==> src/rtl/wb_gain_apply.sv <==
// White-balance gain stage: per-channel gain, round-half-up, saturate, 2-stage valid/ready pipe.
// Optional frame clip counter (clip_cnt_o) is built when WB_CLIP_CNT_EN is defined.
module wb_gain_apply #(
    parameter int GAIN_W = 16,
    parameter int FRAC_W = 8
) (
    input  logic              clk,
    input  logic              rst_n,
    input  logic              gain_valid_i,
    input  logic [GAIN_W-1:0] K_R_i,
    input  logic [GAIN_W-1:0] K_G_i,
    input  logic [GAIN_W-1:0] K_B_i,
    input  logic              valid_i,
    output logic              ready_o,
    input  logic              sof_i,
    input  logic [7:0]        r_i,
    input  logic [7:0]        g_i,
    input  logic [7:0]        b_i,
    output logic              valid_o,
    input  logic              ready_i,
    output logic              sof_o,
    output logic [7:0]        r_o,
    output logic [7:0]        g_o,
    output logic [7:0]        b_o
`ifdef WB_CLIP_CNT_EN
    ,
    output logic [15:0]       clip_cnt_o
`endif
);

    localparam int                P_W   = 8 + GAIN_W;
    localparam logic [GAIN_W-1:0] UNITY = GAIN_W'(1 << FRAC_W);
    localparam logic [P_W:0]      ROUND = (P_W+1)'(1 << (FRAC_W - 1));

    logic                   en, accept, sof_accept;
    logic [2:0][7:0]        pix_in;
    logic [2:0][GAIN_W-1:0] gain_in, sel_gain;
    logic [2:0][GAIN_W-1:0] act_gain_d, act_gain_q, pend_gain_d, pend_gain_q;
    logic                   pend_d, pend_q;
    logic                   valid1_d, valid1_q, sof1_d, sof1_q;
    logic [2:0][P_W-1:0]    prod_d, prod_q;
    logic [2:0][P_W:0]      rnd, quo;
    logic [2:0]             sat;
    logic [2:0][7:0]        res;
    logic                   valid2_d, valid2_q, sof2_d, sof2_q;
    logic [2:0][7:0]        pix2_d, pix2_q;

    // One enable for both stages: the pipe moves only when the output slot is free or draining.
    assign en         = ~valid2_q | ready_i;
    assign ready_o    = en;
    assign accept     = valid_i & en;
    assign sof_accept = accept & sof_i;
    assign pix_in     = {r_i, g_i, b_i};
    assign gain_in    = {K_R_i, K_G_i, K_B_i};

    always_comb begin
        // NOTE: every always_comb output gets a default first so no path leaves it unassigned (no latch).
        sel_gain    = act_gain_q;
        act_gain_d  = act_gain_q;
        pend_gain_d = pend_gain_q;
        pend_d      = pend_q;
        if (sof_accept && gain_valid_i) begin
            sel_gain = gain_in;
        end else if (sof_accept && pend_q) begin
            sel_gain = pend_gain_q;
        end
        if (sof_accept) begin
            act_gain_d = sel_gain;
            pend_d     = 1'b0;
        end else if (gain_valid_i) begin
            pend_gain_d = gain_in;
            pend_d      = 1'b1;
        end

        valid1_d = valid1_q;
        sof1_d   = sof1_q;
        prod_d   = prod_q;
        if (en) begin
            valid1_d = valid_i;
            sof1_d   = valid_i & sof_i;
            for (int c = 0; c < 3; c++) begin
                prod_d[c] = P_W'(pix_in[c]) * P_W'(sel_gain[c]);
            end
        end
    end

    always_comb begin
        for (int c = 0; c < 3; c++) begin
            rnd[c] = {1'b0, prod_q[c]} + ROUND;
            quo[c] = rnd[c] >> FRAC_W;
            sat[c] = quo[c] > (P_W+1)'(255);
            res[c] = sat[c] ? 8'hFF : quo[c][7:0];
        end

        valid2_d = valid2_q;
        sof2_d   = sof2_q;
        pix2_d   = pix2_q;
        if (en) begin
            valid2_d = valid1_q;
            sof2_d   = sof1_q;
            pix2_d   = res;
        end
    end

    // NOTE: sequential state uses non-blocking assignments only, so all flops update from pre-edge values.
    always_ff @(posedge clk or negedge rst_n) begin
        if (!rst_n) begin
            act_gain_q  <= {3{UNITY}};
            pend_gain_q <= '0;
            pend_q      <= 1'b0;
            valid1_q    <= 1'b0;
            sof1_q      <= 1'b0;
            prod_q      <= '0;
            valid2_q    <= 1'b0;
            sof2_q      <= 1'b0;
            pix2_q      <= '0;
        end else begin
            act_gain_q  <= act_gain_d;
            pend_gain_q <= pend_gain_d;
            pend_q      <= pend_d;
            valid1_q    <= valid1_d;
            sof1_q      <= sof1_d;
            prod_q      <= prod_d;
            valid2_q    <= valid2_d;
            sof2_q      <= sof2_d;
            pix2_q      <= pix2_d;
        end
    end

    assign valid_o = valid2_q;
    assign sof_o   = sof2_q;
    assign r_o     = pix2_q[2];
    assign g_o     = pix2_q[1];
    assign b_o     = pix2_q[0];

`ifdef WB_CLIP_CNT_EN
    logic [2:0]  sat2_d, sat2_q;
    logic [15:0] cnt_d, cnt_q, clip_d, clip_q;
    logic [1:0]  nsat;
    logic [16:0] cnt_sum;

    always_comb begin
        sat2_d  = en ? sat : sat2_q;
        nsat    = 2'(sat2_q[0]) + 2'(sat2_q[1]) + 2'(sat2_q[2]);
        cnt_sum = {1'b0, cnt_q} + 17'(nsat);
        cnt_d   = cnt_q;
        clip_d  = clip_q;
        if (valid2_q && ready_i) begin
            // A frame-start beat publishes the finished frame's total and seeds the new one.
            if (sof2_q) begin
                clip_d = cnt_q;
                cnt_d  = 16'(nsat);
            end else begin
                cnt_d = cnt_sum[16] ? 16'hFFFF : cnt_sum[15:0];
            end
        end
    end

    always_ff @(posedge clk or negedge rst_n) begin
        if (!rst_n) begin
            sat2_q <= '0;
            cnt_q  <= '0;
            clip_q <= '0;
        end else begin
            sat2_q <= sat2_d;
            cnt_q  <= cnt_d;
            clip_q <= clip_d;
        end
    end

    assign clip_cnt_o = clip_q;
`endif

endmodule

==> config.mk <==
export PLATFORM = sky130hd
export DESIGN_NAME = wb_gain_apply
export DESIGN_NICKNAME = d
export VERILOG_FILES = /design/src/rtl/wb_gain_apply.sv
export SDC_FILE = /design/constraint.sdc
export NUM_CORES = 1
export LEC_CHECK = 0
export ABC_AREA = 0
export CAP_MARGIN = 25
export CORE_ASPECT_RATIO = 1.1
export CORE_UTILIZATION = 44
export DETAILED_ROUTE_END_ITERATION = 10
export PLACE_DENSITY_LB_ADDON = 0.1
export SLEW_MARGIN = 25
export SYNTH_ARGS = -nofsm -noshare
export SYNTH_HDL_FRONTEND = slang
export SYNTH_SLANG_ARGS = --single-unit
==> constraint.sdc <==
create_clock -name clk -period 8.65 [get_ports clk]
set_input_delay 1.73 -clock clk [delete_from_list [all_inputs] [get_ports clk]]
set_output_delay 1.73 -clock clk [all_outputs]
set_load 0.01 [all_outputs]
Word level (Yosys, flattened, before mapping)
Cells that the tools add are included.
{"block": "word_totals", "register_bits": 197, "word_cells": 43, "ram_bits": 0, "latchBits": 0, "n_memories": 0, "romBits": 0}
{"block": "classes", "add_sub_neg": 3, "magnitude_cmp": 3, "muxes": 7, "div_mod_pow": 0, "shift": 0, "n_bitwise": 6, "n_eq_ne": 0, "n_reduce_logical": 4, "n_mul": 3}
{"operator": "48-bit two-way mux", "count": 2}
{"operator": "24-bit by 8-bit adder with 25-bit output (second input constant)", "count": 3}
{"operator": "8-bit by 16-bit multiplier with 24-bit output", "count": 3}
{"operator": "17-bit by 8-bit greater-than comparator with 1-bit output (second input constant)", "count": 3}
{"operator": "8-bit two-way mux", "count": 3}
{"operator": "1-bit AND", "count": 3}
{"operator": "1-bit logical AND", "count": 2}
{"operator": "1-bit two-way mux", "count": 2}
{"operator": "1-bit NOT", "count": 2}
{"operator": "2-bit AND reduction", "count": 1}
{"operator": "2-bit nonzero test", "count": 1}
{"operator": "1-bit bitwise OR", "count": 1}

Depth between registers and ports, before layout
{"block": "logic_depth", "depth_word": 8, "ltp_mapped": 27, "mapped_depth_nobuf": 24}

Least setup slack after synthesis
Ideal clock, no wire load.
{"block": "synth_timing", "path_type": "input port to flip-flop", "startpoint": "input port ready_i", "endpoint": "register prod_q[71] (netlist bit)", "path_buffers": 3, "path_slack_ns": 1.206, "cell_stages": 25, "setup_ns": 0.136, "arrival_time_ns": 7.308, "required_ns": 8.514, "cell_sequence": "nor2b_1 buf_4 nor2_2 nand2_1 clkbuf_1 buf_1 nor2_1 a21oi_1 and2_1 fa_1 fa_1 fa_1 inv_1 fa_1 inv_1 ha_1 a21o_1 a211o_1 o221a_2 a21o_1 o221ai_2 o2111ai_1 o31ai_1 xnor2_1 o21ai_0"}
{"block": "synth_between", "elab_chain_len": 7, "elab_cells_between_ends": 8, "cone_classes": "mul (1); mux (2); bitwise (3); reduce/logical (2)"}
{"item": "start, declared", "line": "20", "rtl": "input logic ready_i,"}
{"item": "1-bit bitwise OR (*)", "line": "49", "rtl": "assign en = ~valid2_q | ready_i;"}
{"item": "1-bit AND", "line": "51", "rtl": "assign accept = valid_i & en;"}
{"item": "1-bit AND", "line": "52", "rtl": "assign sof_accept = accept & sof_i;"}
{"item": "1-bit logical AND", "line": "64", "rtl": "end else if (sof_accept && pend_q) begin"}
{"item": "48-bit two-way mux", "line": "64"}
{"item": "48-bit two-way mux", "line": "62", "rtl": "if (sof_accept && gain_valid_i) begin"}
{"item": "8-bit by 16-bit multiplier with 24-bit output", "line": "82", "rtl": "prod_d[c] = P_W'(pix_in[c]) * P_W'(sel_gain[c]);"}
{"item": "end signal, assigned", "line": "123", "rtl": "prod_q <= prod_d;"}
{"item": "end, declared", "line": "41", "rtl": "logic [2:0][P_W-1:0] prod_d, prod_q;"}
Mark *: on every way between the ends. The rest lies on a longest branch, timed or not.
A chain may end at the register's enable or synchronous reset.

Worst setup path in the final report
{"block": "layout_timing", "startpoint": "input port valid_i", "endpoint": "register prod_q[70] (netlist bit)"}
{"block": "layout_between", "elab_chain_len": 6, "elab_cells_between_ends": 7, "cone_classes": "mul (1); mux (2); bitwise (2); reduce/logical (2)"}
{"item": "start, declared", "line": "13", "rtl": "input logic valid_i,"}
{"item": "1-bit AND (*)", "line": "51"}
{"item": "1-bit AND (*)", "line": "52"}
{"item": "1-bit logical AND", "line": "64"}
{"item": "48-bit two-way mux", "line": "64"}
{"item": "48-bit two-way mux (*)", "line": "62"}
{"item": "8-bit by 16-bit multiplier with 24-bit output (*)", "line": "82"}
Marks and branches as above.

==> results.ini <==
[status]
run_status=finished, final reports clean

[sta]
fmax_ghz=0.127
final-max-slew-violation-count=0
holdWs_ns=0.474
setup_ws_ns=0.745
finalHoldViolCount=0
fin_crit_sh_pct=91.4
fin_setup_tns_ns=0
setup_viol=0
rsz0062_at_grt=false
worst_pin_slew_ns=0.968
clock_skew_ns=0.0187
fin_crit_ns=7.91
slew_headroom_pct=35.5

[final_layout]
finalNonFillerCells=2669
finalNetCount=2542
area_delta_synth_final_pct=13.5
antenna_cells=0
drive_above_1_share_pct=7.37
fill_cells=3994

[floorplanning]
dieArea_mm2=0.0440
rows=79
coreArea_mm2=0.0424
die_y_um=220
start_util_pct=44.7
io_pins=105
die_w_um=200

[min_path]
hold_end=valid_o$_DFFE_PN0N_
hp-start=valid1_q$_DFFE_PN0N_
worstHoldPathType=reg2reg
min_path_cells=1

[drt]
routed_via_density=5.04
wl_per_cell_um=16.7
wl_met2_um=21800
met1_length_um=21200
routed.top_layer=met4
dr_wl_met3_um=1190
first_pass_iters=4
drt_iter0_markers=543
wl_um=44600
drc=0
via_count=13400
antenna_left=0

[setup_path]
critPathRequiredTime_ns=9.02
cp_max_fo=29
cp-start-kind=input pin
critPathLaunch=valid_i
timing.rr.start=valid_o$_DFFE_PN0N_
worstPathArrival_ns=8.28
r2r_end=prod_q[70]$_DFFE_PN0N_
critPathKind=in2reg
crit_path_end_kind=flip-flop
rr_worst_depth=22
reg2reg_slack_ns=2.09

[global_routing]
grt_util_all_layers_pct=21.9
grt_pass1_wl_um=74300
overflow=0
antenna_found_initial=3
grt_start_max_net_pins=107
grt_pass1_vias=14100

[clocking]
cts_root_buf=clkbuf_16
post_cts_buffers=0
htree_num_levels=4
numClockSinks=176
cts_resized=0
cts_tree=yes
clock_latency_ns=0.46
clockBufferDepth=2
ctsHoldBuffers=0
numCtsBuffers=17
path_clk_slew_ns=0.08

[placement]
port_buffers=104
dpl.hpwl_um=34800
dp_cells=2637
finalWeightedCongestion=0.837
post-place-ws_ns=0.221

[run]
cap_violations=0

[synth]
yosysWarnings=0
ys_top_cells_by_area=fa_1, dfrtp_1, and2_1, ha_1, inv_1
synth.ff_latch_count=176
syn_nets=2433
netlist_instances=1980
async_reset_ff_share_pct=100
syn_area_mm2=0.0190
syn_area_per_cell_um2=9.58
yosysUniqueCellTypes=67
synth.yosys.seq_area_share_pct=23.2
synth-edff-count=0
yosysTopAreaCell=fa_1
synthTopCellsByCount=and2_1, inv_1, fa_1
yosysTopAreaCellShare_pct=26.3
ys.flop_type=dfrtp_1
yosysMostFrequentCell=and2_1

[critical path: stages]
cell             delay (ns)
clkdlybuf4s50_1        0.50
nand2_2                0.13
nor2_2                 0.36
nand2_4                0.33
buf_4                  0.32
a21oi_1                0.63
and2_1                 0.25
fa_1                   0.42
fa_1                   0.51
fa_1                   0.49
inv_1                  0.05
fa_1                   0.47
inv_1                  0.04
ha_1                   0.33
nand2_1                0.07
or2_2                  0.27
a31oi_1                0.21
a21o_1                 0.21
o221ai_2               0.14
o2111ai_1              0.36
a21oi_1                0.14
xor2_1                 0.15
o21ai_0                0.15
[state kept, by name, indices dropped and copies added (netlist names)]
register / cells
g_o: 8
sof1_q: 1
act_gain_q: 48
valid1_q: 1
pend_gain_q: 48
b_o: 8
r_o: 8
sof_o: 1
pend_q: 1
valid_o: 1
prod_q: 51
[through the flow]
| stage | utilization (%) | instance area (um2) |
|---|---|---|
| after floorplan | - | 19000 |
| after global placement | 49.3 | 20900 |
| after detailed placement | 49.3 | 20900 |
| after CTS | 50.8 | 21500 |
| after global routing | 50.8 | 21500 |
| final | 50.8 | 21500 |
[cell families (layout without fill, tap and decap cells)]
| family | Yosys count | in the layout | synth area share, % |
|---|---|---|---|
| compound gates | 261 | 261 | 8.73 |
| flops | 176 | 176 | 23.2 |
| buf+inv | 361 | 483 | 7.20 |
| fa+ha+maj | 375 | 375 | 34.6 |
| xor+xnor | 61 | 61 | 2.82 |
| mux | 91 | 91 | 5.12 |
| simple gates | 655 | 655 | 18.3 |
[worst max-delay path by stage]
stage                                        end  slack [ns]  cells past startpoint
after floorplan           prod_q[71]$_DFFE_PN0N_        1.21                     25
after global placement    prod_q[71]$_DFFE_PN0N_        0.33                     23
after detailed placement  prod_q[71]$_DFFE_PN0N_        0.22                     23
after CTS                 prod_q[70]$_DFFE_PN0N_        0.70                     23
after global routing      prod_q[70]$_DFFE_PN0N_        0.22                     23
final                     prod_q[70]$_DFFE_PN0N_        0.74                     23
[cells in the final DEF, fill, tap and decap left out, types with 9 or more instances in the layout]
cell type,instances
nand2_1,117
clkbuf_16,17
inv_1,296
nand3_1,22
and2_1,313
nor2b_1,9
o21ai_0,41
fa_1,249
a21o_1,17
xor2_1,23
xnor2_1,38
buf_4,49
ha_1,126
o21a_1,9
and3_1,10
mux2_2,48
clkdlybuf4s50_1,103
nor3_1,10
nand4_1,10
mux2i_1,43
o21bai_1,9
nor2_1,127
dfrtp_1,173
a21oi_1,118
[per-layer routing]
layer	vias to the layer above	track usage [%]
li1	6509	-
met1	6757	29.6
met2	151	37.5
met3	30	2.80
met4	0	4.71
met5	-	0
[area by class of cell]
type | count | area [um2] | share of cell area [%]
multi-input cells | 1443 | 13200 | 61.4
flip-flops and latches | 176 | 4410 | 20.5
repair buffers | 154 | 1430 | 6.65
inverters | 297 | 1120 | 5.18
well taps | 567 | 709 | 3.29
clock buffers | 19 | 453 | 2.10
clock inverters | 13 | 196 | 0.912
Power is left out: the tool's default activity adds up to more than one toggle a clock period on the data nets, which glitch-free logic cannot reach.
